==> src/rtl/ocpu_program_loader.sv <==
// Byte-stream boot loader for the OCPU 1024x18 program RAM: framed image in, one RAM write per 3 bytes.
// Define OCPU_PROGRAM_LOADER_CHECKSUM_EN to require a trailing XOR checksum byte before releasing the CPU.
module ocpu_program_loader #(
  parameter int         ADDRESS_WIDTH = 10,
  parameter logic [7:0] SYNC_BYTE     = 8'hA5
) (
  input  logic                     clk,
  input  logic                     reset,
  input  logic                     in_valid,
  input  logic [7:0]               in_data,
  output logic                     in_ready,
  output logic                     wr_enable,
  output logic [ADDRESS_WIDTH-1:0] wr_address,
  output logic [17:0]              wr_data,
  output logic                     cpu_reset,
  output logic                     done,
  output logic                     error
);

  typedef enum logic [3:0] {
    IDLE, LEN_HI, LEN_LO, BYTE0, BYTE1, BYTE2, CHECK, RUN, FAIL
  } state_t;

  state_t                   state, state_n;
  logic [9:0]               len, len_n;
  logic [1:0]               b0, b0_n;
  logic [7:0]               b1, b1_n;
  logic [ADDRESS_WIDTH-1:0] idx, idx_n;
  logic                     wr_enable_n, cpu_reset_n, done_n, error_n;
  logic [ADDRESS_WIDTH-1:0] wr_address_n;
  logic [17:0]              wr_data_n;
  logic                     accept;
  logic                     last_word;
`ifdef OCPU_PROGRAM_LOADER_CHECKSUM_EN
  logic [7:0]               csum, csum_n;
`endif

  function automatic logic [17:0] pack_word(input logic [1:0] hi, input logic [7:0] mid,
                                            input logic [7:0] lo);
    return {hi, mid, lo};
  endfunction

  assign accept    = in_valid && in_ready;
  assign last_word = (10'(idx) == len);

  always_ff @(posedge clk) begin
    if (reset) begin
      state      <= IDLE;
      in_ready   <= 1'b0;
      wr_enable  <= 1'b0;
      wr_address <= '0;
      wr_data    <= '0;
      cpu_reset  <= 1'b1;
      done       <= 1'b0;
      error      <= 1'b0;
    end else begin
      state      <= state_n;
      in_ready   <= 1'b1;
      wr_enable  <= wr_enable_n;
      wr_address <= wr_address_n;
      wr_data    <= wr_data_n;
      cpu_reset  <= cpu_reset_n;
      done       <= done_n;
      error      <= error_n;
    end
  end

  // Frame payload registers are reloaded before use, so they carry no reset.
  always_ff @(posedge clk) begin
    len <= len_n;
    b0  <= b0_n;
    b1  <= b1_n;
    idx <= idx_n;
`ifdef OCPU_PROGRAM_LOADER_CHECKSUM_EN
    csum <= csum_n;
`endif
  end

  always_comb begin
    state_n      = state;
    len_n        = len;
    b0_n         = b0;
    b1_n         = b1;
    idx_n        = idx;
    wr_enable_n  = 1'b0;
    wr_address_n = wr_address;
    wr_data_n    = wr_data;
    cpu_reset_n  = cpu_reset;
    done_n       = done;
    error_n      = error;
`ifdef OCPU_PROGRAM_LOADER_CHECKSUM_EN
    csum_n       = csum;
    if (accept && state inside {LEN_HI, LEN_LO, BYTE0, BYTE1, BYTE2})
      csum_n = csum ^ in_data;
`endif
    if (accept) begin
      case (state)
        IDLE, RUN, FAIL: begin
          // Only the sync byte is meaningful outside a frame.
          if (in_data == SYNC_BYTE) begin
            state_n      = LEN_HI;
            cpu_reset_n  = 1'b1;
            done_n       = 1'b0;
            error_n      = 1'b0;
            idx_n        = '0;
            wr_address_n = '0;
`ifdef OCPU_PROGRAM_LOADER_CHECKSUM_EN
            csum_n       = '0;
`endif
          end
        end
        LEN_HI: begin
          if (in_data[7:2] != 6'd0) begin
            state_n = FAIL;
            error_n = 1'b1;
          end else begin
            len_n[9:8] = in_data[1:0];
            state_n    = LEN_LO;
          end
        end
        LEN_LO: begin
          len_n[7:0] = in_data;
          state_n    = BYTE0;
        end
        BYTE0: begin
          if (in_data[7:2] != 6'd0) begin
            state_n = FAIL;
            error_n = 1'b1;
          end else begin
            b0_n    = in_data[1:0];
            state_n = BYTE1;
          end
        end
        BYTE1: begin
          b1_n    = in_data;
          state_n = BYTE2;
        end
        BYTE2: begin
          wr_enable_n  = 1'b1;
          wr_address_n = idx;
          wr_data_n    = pack_word(b0, b1, in_data);
          if (last_word) begin
`ifdef OCPU_PROGRAM_LOADER_CHECKSUM_EN
            state_n     = CHECK;
`else
            state_n     = RUN;
            cpu_reset_n = 1'b0;
            done_n      = 1'b1;
`endif
          end else begin
            idx_n   = idx + ADDRESS_WIDTH'(1);
            state_n = BYTE0;
          end
        end
        CHECK: begin
`ifdef OCPU_PROGRAM_LOADER_CHECKSUM_EN
          if (in_data == csum) begin
            state_n     = RUN;
            cpu_reset_n = 1'b0;
            done_n      = 1'b1;
          end else begin
            state_n = FAIL;
            error_n = 1'b1;
          end
`else
          state_n = FAIL;
          error_n = 1'b1;
`endif
        end
        default: state_n = IDLE;
      endcase
    end
  end

endmodule

==> config.mk <==
export PLATFORM = sky130hd
export DESIGN_NAME = ocpu_program_loader
export DESIGN_NICKNAME = d
export VERILOG_FILES = /design/src/rtl/ocpu_program_loader.sv
export SDC_FILE = /design/constraint.sdc
export NUM_CORES = 1
export LEC_CHECK = 0
export CORE_ASPECT_RATIO = 0.7
export CORE_MARGIN = 2
export CORE_UTILIZATION = 50
export DETAILED_ROUTE_END_ITERATION = 8
export GPL_ROUTABILITY_DRIVEN = 0
export PLACE_DENSITY = 0.75
export SETUP_SLACK_MARGIN = 0.02
export SLEW_MARGIN = 15
export SYNTH_ARGS = -nofsm -noshare
export SYNTH_HDL_FRONTEND = slang
export SYNTH_SLANG_ARGS = --single-unit
==> constraint.sdc <==
create_clock -name clk -period 2.96 [get_ports clk]
set_clock_uncertainty 0.05 [all_clocks]
set_input_delay 0.296 -clock clk [delete_from_list [all_inputs] [get_ports clk]]
set_output_delay 0.296 -clock clk [all_outputs]
set_load 0.01 [all_outputs]
==> reports/qor.txt <==
status - completed
Cell Chain, Critical Path - nand2b_1 -> or2_1 -> o2bb2ai_1 -> nor2_1 -> buf_4
number of storage elements in the synthesis netlist - 67
most frequently used cell type in the post-synthesis netlist - sky130_fd_sc_hd__nand2_1
critical path's largest stage delay - 0.59 ns
startpoint types - register
Post-layout nets - 316
WL final - 5620 um
synthesized area per cell - 10.3 um2
synth top area cells - sky130_fd_sc_hd__edfxtp_1, sky130_fd_sc_hd__dfxtp_1, sky130_fd_sc_hd__nand2_1
max-cap violation count - 0
pin count of the biggest net entering global routing - 31
Multi-input gate area - 965 um2
total global routing track utilization - 20.4%
peak fanout along the critical path - 16
via count - 2044
proportion of register bits with asynchronous set or reset after synthesis - 0%
fmax - 417 MHz
aggregate global routing overflow - 0
Synth Area in XOR/XNOR - 4.88%
Min-Delay Path Depth - 2
count of buffer and inverter cells on the critical path - 1
DRC violation total after the first TritonRoute iteration - 127
number of hold buffers added after cts - 0
Distinct cells, synth - 39
post-synthesis cell count - 261
Post-Synthesis Cell Area - 2690 um2
area fraction of the dominant cell type after synthesis - 33.5%
maximum buffer depth of the clock tree - 2
number of buffers inserted during clock tree synthesis - 9
detail-routed net length per standard cell - 14.7 um
depth of the worst register-to-register path - 5
antenna-violating nets left - 0
drt first pass iters - 5
minimum clock period after layout - 2.40 ns
most used standard cells in the synthesized netlist - sky130_fd_sc_hd__nand2_1, sky130_fd_sc_hd__dfxtp_1, sky130_fd_sc_hd__edfxtp_1
IO Count - 44
category of the critical setup timing path - register to register
area used by sequential logic in the layout - 1640 um2
pre-CTS worst setup slack - 0.330 ns
standby leakage power - 1.09 nW
most used flip-flop cell after synthesis - sky130_fd_sc_hd__dfxtp_1
vias in the first global route - 1871
number of setup violations in the final report - 0
HPWL after DPL - 3890 um
CP endpoint kind - register
final routed DRC violation total - 0
starting utilization of the core area - 51.7%
number of sinks on the clock net - 67
class of the tightest hold or removal check - register to register
global-route wire length before repair - 9290 um
total of warnings raised by yosys - 0
power density over cell area - 495 nW/um2
area leader, netlist - sky130_fd_sc_hd__edfxtp_1
sequential area share after synthesis - 61.0%
number of enable flip-flop cells after synthesis - 30
number of buffers added on ports - 43
transition time at the pin with the least slew margin - 0.978 ns
max_slew headroom - 34.8%
Die Area - 5990 um2
VDD IR-drop max - 0.261 mV
simple-gate share of the synthesized area - 18.5%
mux contribution to synthesized area - 0%
depth of the critical timing path with buffers and inverters included - 5
Synth Area in Compound Gates - 11.7%
fraction of final layout cells sized beyond drive strength 1 - 7.44%
Core Footprint - 5200 um2
Hold Vio Cnt, Final - 0
main combinational cell family by area after synthesis - simple AND/OR/NAND/NOR gates
number of instances resized during post-cts repair - 0
vias per std cell - 5.36
insertion delay of the later-clocked pin in the worst-skew pair - 0.35 ns
FILL cells - 410
overall die height - 65.4 um
antenna violations before repair - 0
Area growth syn-to-layout - 24.5%
cell class contributing the biggest share of worst-path delay - simple AND/OR/NAND/NOR gates
TritonCTS clock tree - built
CP max stage cell - sky130_fd_sc_hd__dfxtp_1
sum of negative setup slack - 0 ns
count of inserted antenna diode cells - 0
final worst path period share - 81.1%
width of the chip - 91.7 um
Final Slew Violations - 0
worst setup margin - 0.560 ns
number of H-tree levels - 3
synthesized net count - 273
adder and majority gate portion of the synthesized area - 0.837%
Arrival @ worst endpoint - 2.40 ns
unrepaired setup endpoints after global routing - false
Reg clk slew, reported paths - 0.07 ns
number of buffers inserted to repair setup after CTS - 0
CTS Root Cell - sky130_fd_sc_hd__clkbuf_8
required arrival time at the worst endpoint - 2.96 ns
# rows - 22
final cells by class:
| type | count | share of cell area (%) |
|---|---|---|
| clock inverters | 6 | 1.19 |
| multi-input cells | 174 | 28.8 |
| well taps | 72 | 2.69 |
| flip-flops and latches | 67 | 49.0 |
| inverters | 3 | 0.336 |
| clock buffers | 10 | 3.81 |
| repair buffers | 49 | 14.2 |
flip-flops by register name, summed over array words and instances, names as in the netlist:
register and cells:
b0 2, b1 8, cpu_reset 1, done 1
error 1, idx 10, in_ready 1, len 10
state 4, wr_address 10, wr_data 18, wr_enable 1
cell families after synthesis:
family	after synthesis
flops	67
xor+xnor	15
simple gates	106
buf+inv	20
fa+ha+maj	2
compound gates	51
report_power, final:
group          leakage (nW)  switching, W  internal, W
sequential            0.553    0.00000104     0.000963
combinational         0.459     0.0000211    0.0000165
clock                0.0808      0.000354     0.000303
total                  1.09      0.000376      0.00128
metrics by stage:
stage                     power [W]  std cells  area (um2)  hold slack (ns)  utilization, %
after floorplan            0.000996        261        2690            0.345               -
after global placement      0.00102        365        3180            0.393            61.2
after detailed placement    0.00102        365        3180            0.397            61.2
after CTS                   0.00167        381        3350            0.407            64.4
after global routing        0.00172        381        3350            0.427            64.4
final                       0.00166        381        3350            0.403            64.4
metal layers:
layer	track usage [%]	wire length, um
met5	0	0
met4	4.85	49
met3	7.57	344
met2	30.2	2500
met1	28.5	2730
path summary, 6_finish.rpt:
check,startpoint,endpoint,slack (ns)
setup / recovery,state[2],idx[8],0.56
hold reg to reg,wr_data[7],wr_data[7],0.40
setup reg to reg,state[2],idx[8],0.56
hold / removal,wr_data[7],wr_data[7],0.40
layout by cell type, fill, tap and decap left out, types with 2 or more instances in the layout:
cell type,n
sky130_fd_sc_hd__nand2_1,43
sky130_fd_sc_hd__clkdlybuf4s50_1,43
sky130_fd_sc_hd__dfxtp_1,37
sky130_fd_sc_hd__edfxtp_1,30
sky130_fd_sc_hd__a21oi_1,27
sky130_fd_sc_hd__nor2_1,24
sky130_fd_sc_hd__xor2_1,12
sky130_fd_sc_hd__a22oi_1,10
sky130_fd_sc_hd__clkbuf_8,9
sky130_fd_sc_hd__nor3_1,7
sky130_fd_sc_hd__or3_1,6
sky130_fd_sc_hd__buf_4,6
sky130_fd_sc_hd__nor4_1,5
sky130_fd_sc_hd__nand2b_1,3
sky130_fd_sc_hd__nor2b_1,3
sky130_fd_sc_hd__xnor2_1,3
sky130_fd_sc_hd__nand4_1,3
sky130_fd_sc_hd__inv_1,3
sky130_fd_sc_hd__o21ai_0,3
sky130_fd_sc_hd__o21ai_1,3
sky130_fd_sc_hd__and3_1,2
sky130_fd_sc_hd__nor2_2,2
sky130_fd_sc_hd__nand3_1,2
sky130_fd_sc_hd__clkinvlp_4,2
sky130_fd_sc_hd__inv_4,2
worst reg2reg max path, delay by kind of cell, from the launching register on:
family / cells / cell delay [ns]
compound gates: 1 / 0.45
buf+inv: 1 / 0.21
flops: 1 / 0.59
simple gates: 3 / 0.81
Note: power is estimated with default switching activity, not from simulation.
